`config.mk`:
```
export PLATFORM = sky130hd
export DESIGN_NAME = uart_rx_flat
export DESIGN_NICKNAME = d
export VERILOG_FILES = /design/src/rtl/uart_rx_if.sv /design/src/rtl/uart_rx.sv /design/src/flat_wrapper.sv
export SDC_FILE = /design/constraint.sdc
export NUM_CORES = 1
export LEC_CHECK = 0
export BUFFER_PORTS_ARGS = -buffer_cell sky130_fd_sc_hd__buf_2
export CAP_MARGIN = 25
export CORE_ASPECT_RATIO = 0.7
export CORE_MARGIN = 8
export CORE_UTILIZATION = 45
export DETAILED_ROUTE_END_ITERATION = 12
export PLACE_DENSITY = 0.69
export SYNTH_ARGS = -nofsm -noshare
export SYNTH_HDL_FRONTEND = slang
export SYNTH_SLANG_ARGS = --single-unit
```
`constraint.sdc`:
```
create_clock -name CLK12M -period 2.25 [get_ports CLK12M]
set_input_delay 0.45 -clock CLK12M [delete_from_list [all_inputs] [get_ports CLK12M]]
set_output_delay 0.45 -clock CLK12M [all_outputs]
set_load 0.02 [all_outputs]
```
`src/rtl/uart_rx_if.sv`:
```
// Receive-side handshake bundle of the 8N1 UART receiver: byte holding register,
// valid/ready acceptance, error pulses and busy indication.
interface uart_rx_if #(
    parameter int unsigned DATA_BITS = 8
);
    logic [DATA_BITS-1:0] rx_data;
    logic                 rx_valid;
    logic                 rx_ready;
    logic                 rx_frame_err;
    logic                 rx_overrun;
    logic                 rx_busy;

    modport master (
        output rx_data,
        output rx_valid,
        output rx_frame_err,
        output rx_overrun,
        output rx_busy,
        input  rx_ready
    );

    modport slave (
        input  rx_data,
        input  rx_valid,
        input  rx_frame_err,
        input  rx_overrun,
        input  rx_busy,
        output rx_ready
    );
endinterface

```
`src/rtl/uart_rx.sv`:
```
// 8N1 UART receiver: 2-FF line synchroniser, mid-bit sampling FSM and a one-entry
// valid/ready holding register with single-cycle framing-error and overrun pulses.
module uart_rx #(
    parameter int unsigned CLK_HZ    = 12000000,
    parameter int unsigned BAUD      = 115200,
    parameter int unsigned DATA_BITS = 8
) (
    input  logic      CLK12M,
    input  logic      RESET,
    input  logic      BDBUS0,
    uart_rx_if.master rx
);
    localparam int unsigned CLKS_PER_BIT = CLK_HZ / BAUD;
    localparam int unsigned HALF         = CLKS_PER_BIT / 2;
    localparam int unsigned CW           = $clog2(CLKS_PER_BIT);
    localparam int unsigned BW           = (DATA_BITS > 1) ? $clog2(DATA_BITS) : 1;

    typedef enum logic [2:0] {
        S_IDLE,
        S_START,
        S_DATA,
        S_STOP,
        S_WAIT
    } state_t;

    logic                 sync1_q, sync2_q;
    logic                 rxs;
    state_t               state_q, state_d;
    logic [CW-1:0]        cnt_q, cnt_d;
    logic [BW-1:0]        bit_q, bit_d;
    logic [DATA_BITS-1:0] shift_q, shift_d;
    logic [DATA_BITS-1:0] data_q, data_d;
    logic                 valid_q, valid_d;
    logic                 fe_q, fe_d;
    logic                 ov_q, ov_d;
    logic                 deliver;

    assign rxs = sync2_q;

    always_ff @(posedge CLK12M or negedge RESET) begin
        if (!RESET) begin
            sync1_q <= 1'b1;
            sync2_q <= 1'b1;
            state_q <= S_IDLE;
            cnt_q   <= '0;
            bit_q   <= '0;
            shift_q <= '0;
            data_q  <= '0;
            valid_q <= 1'b0;
            fe_q    <= 1'b0;
            ov_q    <= 1'b0;
        end else begin
            sync1_q <= BDBUS0;
            sync2_q <= sync1_q;
            state_q <= state_d;
            cnt_q   <= cnt_d;
            bit_q   <= bit_d;
            shift_q <= shift_d;
            data_q  <= data_d;
            valid_q <= valid_d;
            fe_q    <= fe_d;
            ov_q    <= ov_d;
        end
    end

    always_comb begin
        state_d = state_q;
        cnt_d   = cnt_q;
        bit_d   = bit_q;
        shift_d = shift_q;
        fe_d    = 1'b0;
        deliver = 1'b0;
        case (state_q)
            S_IDLE: begin
                if (!rxs) begin
                    state_d = S_START;
                    cnt_d   = '0;
                end
            end
            S_START: begin
                if (cnt_q == CW'(HALF - 1)) begin
                    // A start bit that is gone by mid-bit is treated as a glitch.
                    if (!rxs) begin
                        state_d = S_DATA;
                        cnt_d   = '0;
                        bit_d   = '0;
                    end else begin
                        state_d = S_IDLE;
                    end
                end else begin
                    cnt_d = cnt_q + 1'b1;
                end
            end
            S_DATA: begin
                if (cnt_q == CW'(CLKS_PER_BIT - 1)) begin
                    shift_d = {rxs, shift_q[DATA_BITS-1:1]};
                    cnt_d   = '0;
                    if (bit_q == BW'(DATA_BITS - 1)) begin
                        state_d = S_STOP;
                    end else begin
                        bit_d = bit_q + 1'b1;
                    end
                end else begin
                    cnt_d = cnt_q + 1'b1;
                end
            end
            S_STOP: begin
                if (cnt_q == CW'(CLKS_PER_BIT - 1)) begin
                    cnt_d = '0;
                    if (rxs) begin
                        deliver = 1'b1;
                        state_d = S_IDLE;
                    end else begin
                        fe_d    = 1'b1;
                        state_d = S_WAIT;
                    end
                end else begin
                    cnt_d = cnt_q + 1'b1;
                end
            end
            S_WAIT: begin
                if (rxs) begin
                    state_d = S_IDLE;
                end
            end
            default: begin
                state_d = S_IDLE;
            end
        endcase
    end

    // Holding register: a same-cycle accept frees the slot for the new byte.
    always_comb begin
        valid_d = valid_q;
        data_d  = data_q;
        ov_d    = 1'b0;
        if (deliver) begin
            if (!valid_q || rx.rx_ready) begin
                data_d  = shift_q;
                valid_d = 1'b1;
            end else begin
                ov_d = 1'b1;
            end
        end else if (valid_q && rx.rx_ready) begin
            valid_d = 1'b0;
        end
    end

    assign rx.rx_data      = data_q;
    assign rx.rx_valid     = valid_q;
    assign rx.rx_frame_err = fe_q;
    assign rx.rx_overrun   = ov_q;
    assign rx.rx_busy      = (state_q != S_IDLE);
endmodule
```
`src/flat_wrapper.sv`:
```
// flat-port wrapper written by rule: the top's interface ports become plain ports
module uart_rx_flat 
#(
    parameter int unsigned CLK_HZ    = 12000000,
    parameter int unsigned BAUD      = 115200,
    parameter int unsigned DATA_BITS = 8
)
  (CLK12M, RESET, BDBUS0, rx_rx_data, rx_rx_valid, rx_rx_frame_err, rx_rx_overrun, rx_rx_busy, rx_rx_ready);
  uart_rx_if #(.DATA_BITS(DATA_BITS)) rx_i ();
  input  logic CLK12M;
  input  logic RESET;
  input  logic BDBUS0;
  output wire logic [$bits(rx_i.rx_data)-1:0] rx_rx_data;
  output wire logic [$bits(rx_i.rx_valid)-1:0] rx_rx_valid;
  output wire logic [$bits(rx_i.rx_frame_err)-1:0] rx_rx_frame_err;
  output wire logic [$bits(rx_i.rx_overrun)-1:0] rx_rx_overrun;
  output wire logic [$bits(rx_i.rx_busy)-1:0] rx_rx_busy;
  input wire logic [$bits(rx_i.rx_ready)-1:0] rx_rx_ready;
  assign rx_rx_data = rx_i.rx_data;
  assign rx_rx_valid = rx_i.rx_valid;
  assign rx_rx_frame_err = rx_i.rx_frame_err;
  assign rx_rx_overrun = rx_i.rx_overrun;
  assign rx_rx_busy = rx_i.rx_busy;
  assign rx_i.rx_ready = rx_rx_ready;
  uart_rx #(.CLK_HZ(CLK_HZ), .BAUD(BAUD), .DATA_BITS(DATA_BITS)) u_core (.CLK12M(CLK12M), .RESET(RESET), .BDBUS0(BDBUS0), .rx(rx_i));
endmodule
```
==> results.json <==
{
  "clk_pin_slew_ns": 0.07,
  "cts_buffer_depth": 2,
  "layoutNonFillerInstCount": 211,
  "clock_latency_ns": 0.28,
  "cts_sinks": 34,
  "nFillCells": 323,
  "detail_route.wirelength_um": 3270,
  "gp_congestion": 0.945,
  "hold_buffers": 0,
  "hold_path.class": "input port to asynchronous set/reset pin",
  "r2r_setup_slack_ns": 0.16,
  "postSynthCellCount": 140,
  "vias_per_cell": 5.62,
  "drive_gt1_share_pct": 31.7,
  "period_share_pct": 92.8,
  "die_h_um": 66.8,
  "synth_mux_area_share_pct": 13.4,
  "crit_type": "flip-flop to flip-flop",
  "rows": 18,
  "dp_cells": 203,
  "synth_compound_area_share_pct": 13.2,
  "synth_simple_gate_area_share_pct": 17.1,
  "dr.pass1.iters": 4,
  "cts-buffers-inserted": 5,
  "async_reset_ff_share_pct": 100,
  "ys.flop_type": "dfrtp_1",
  "h-tree-depth": 2,
  "intPower_w": 0.000978,
  "io_buffers": 15,
  "synth_fp_nets": 147,
  "slew_viol_final": 0,
  "ios": 16,
  "power_frac_seq_pct": 51.6,
  "cp_max_fo": 6,
  "synthAdderAreaFrac_pct": 2.26,
  "start_kind": "flip-flop",
  "ant_nets": 0,
  "synthXorXnorAreaFrac_pct": 0,
  "switching_share_pct": 18.4,
  "setup_viol": 0,
  "fmax_mhz": 479,
  "multi_input_area_um2": 763,
  "antenna_found_initial": 0,
  "syn_area_per_cell_um2": 11.9,
  "max-cap-violations": 0,
  "drc": 0,
  "finalPower_w": 0.00120,
  "rr_worst_depth": 5,
  "synthTopCellsByArea": "dfrtp_1 (48%), mux2_2 (11%), dfstp_2 (3.2%)",
  "root_buffer": "clkbuf_8",
  "tns_ns": 0,
  "cts_setup_buffers": 0,
  "rsz0062_at_grt": "no",
  "clockPowerShare_pct": 47.1,
  "ir_drop_v": 0.000334,
  "ff_latch_area_um2": 853,
  "wl_per_cell_um": 15.5,
  "vias": 1186,
  "grt_max_degree": 35,
  "dieArea_um2": 5920,
  "holdWs_ns": 0.229,
  "area_delta_synth_final_pct": 15.1,
  "num_antenna_cells": 0,
  "yosysTopAreaCell": "dfrtp_1",
  "num-nets-final": 167,
  "ys_types": 42,
  "synth_top_area_share_pct": 48.2,
  "fin_crit_ns": 2.09,
  "core_um2": 3540,
  "synth_edf_count": 0,
  "hold_viol": 0,
  "synth_top_family_by_area": "simple AND/OR/NAND/NOR gates",
  "skew_ns": 0.00851,
  "grt_pass1_wl_um": 5580,
  "rr_startpoint": "u_core.cnt_q[0]$_DFFE_PN0P_",
  "start_util_pct": 47.0,
  "powerDensity_nw_per_um2": 627,
  "p_leak_nw": 0.927,
  "yosysSeqAreaShare_pct": 51.4,
  "slew_headroom_pct": 50.6,
  "syn-cell-area_um2": 1660,
  "synth-seq-cells": 34,
  "dp_hpwl_um": 2410,
  "grt_pass1_vias": 1192,
  "fp.dieW_um": 88.6,
  "pwr-share-comb_pct": 1.3,
  "drt_iter0_drc": 161,
  "run_status": "finished, final reports clean",
  "cts_tree": "yes",
  "reg2reg_to": "u_core.bit_q[2]$_DFFE_PN0P_",
  "gr-usage-all-layers_pct": 12.5,
  "end_kind": "flip-flop",
  "synth_warnings": 0,
  "cts_resized": 0,
  "worstMarginPinSlew_ns": 0.741,
  "switching_power_w": 0.000220,
  "crit_required_ns": 2.41,
  "crit_arrival_ns": 2.25,
  "globalRouteOverflowTotal": 0
}
==> layout make-up <==
type                       count  share of cell area, %
tap                           50                   3.27
clock inverter                 1                   1.57
clock buffer                   7                   4.52
sequential                    34                   44.6
timing repair buffer          17                   4.71
multi-input combinational     95                   39.9
inverter                       7                   1.37
==> sequential cells by signal, summed over array words and instances (netlist names) <==
signal                  cells
u_core.rx.rx_data           8
u_core.shift_q              8
u_core.cnt_q                7
u_core.bit_q                3
u_core.state_q              3
u_core.rx.rx_frame_err      1
u_core.rx.rx_overrun        1
u_core.rx.rx_valid          1
u_core.rxs                  1
u_core.sync1_q              1
==> critical path: stages (launching register included) <==
cell	delay (ns)
dfrtp_1	0.44
ha_1	0.33
nor4bb_1	0.44
nand4_1	0.20
o2bb2ai_2	0.22
mux2_1	0.35
==> synth_stat cells (all sizes together) (2+ instances only) <==
| cell | instances |
|---|---|
| a2111oi | 3 |
| a21boi | 2 |
| a21oi | 5 |
| a22o | 2 |
| a22oi | 2 |
| a311o | 3 |
| and2 | 2 |
| and3 | 2 |
| buf | 2 |
| clkbuf | 2 |
| dfrtp | 32 |
| dfstp | 2 |
| ha | 3 |
| inv | 7 |
| mux2 | 18 |
| mux2i | 2 |
| nand2 | 9 |
| nand2b | 3 |
| nand3 | 5 |
| nand4 | 2 |
| nor2 | 8 |
| nor2b | 2 |
| nor4 | 2 |
| o21ai | 6 |
| or2 | 2 |
==> kinds of logic (layout without fill, tap and decap cells) <==
family	Yosys count	count (layout)
AO/OA/AOI/OAI	30	30
flip-flops	34	34
adder cells (fa/ha/maj)	3	3
buffers and inverters	11	32
AND/OR/NAND/NOR	42	42
multiplexers	20	20
==> layer usage <==
metal	share of wire (%)	vias to the layer above	track usage (%)
met5	0	-	0
met4	1.0	0	5.45
met3	7.6	4	3.81
met2	46	50	18.5
met1	45	573	16.3
li1	-	559	-
==> power by group through the flow <==
stage | Combinational (W) | Clock, W | Sequential [W]
6_report | 0.0000154 | 0.000565 | 0.000618
5_1_grt | 0.0000183 | 0.000611 | 0.000618
4_1_cts | 0.0000165 | 0.000580 | 0.000618
3_5_place_dp | 0.0000165 | 0 | 0.000629
3_3_place_gp | 0.0000157 | 0 | 0.000629
2_1_floorplan | 0.00000389 | 0 | 0.000626
==> stage by stage <==
stage / util (%) / setup WS [ns] / instance area [um^2]
after floorplan: - / 0.393 / 1660
after global placement: 50.8 / 0.303 / 1800
after detailed placement: 50.8 / 0.205 / 1800
after CTS: 54.1 / 0.141 / 1910
after global routing: 54.1 / 0.0463 / 1910
final: 54.1 / 0.163 / 1910
==> worst max-delay path by stage <==
stage / startpoint / to / slack [ns] / depth (start not counted)
after floorplan: u_core.cnt_q[0]$_DFFE_PN0P_ / u_core.bit_q[1]$_DFFE_PN0P_ / 0.39 / 5
after global placement: u_core.cnt_q[0]$_DFFE_PN0P_ / u_core.bit_q[2]$_DFFE_PN0P_ / 0.30 / 5
after detailed placement: u_core.cnt_q[0]$_DFFE_PN0P_ / u_core.bit_q[2]$_DFFE_PN0P_ / 0.20 / 5
after CTS: u_core.cnt_q[0]$_DFFE_PN0P_ / u_core.bit_q[2]$_DFFE_PN0P_ / 0.14 / 5
after global routing: u_core.cnt_q[0]$_DFFE_PN0P_ / u_core.bit_q[2]$_DFFE_PN0P_ / 0.05 / 5
final: u_core.cnt_q[0]$_DFFE_PN0P_ / u_core.bit_q[2]$_DFFE_PN0P_ / 0.16 / 5
==> placed cells by master, fill, tap and decap left out, drive strengths merged, types with 5 or more instances in the layout <==
master / instances
dfrtp: 32
mux2: 18
buf: 17
nand2: 9
nor2: 8
inv: 7
clkbuf: 7
o21ai: 6
a21oi: 5
nand3: 5
No activity file was read; power rests on OpenSTA's default activity.
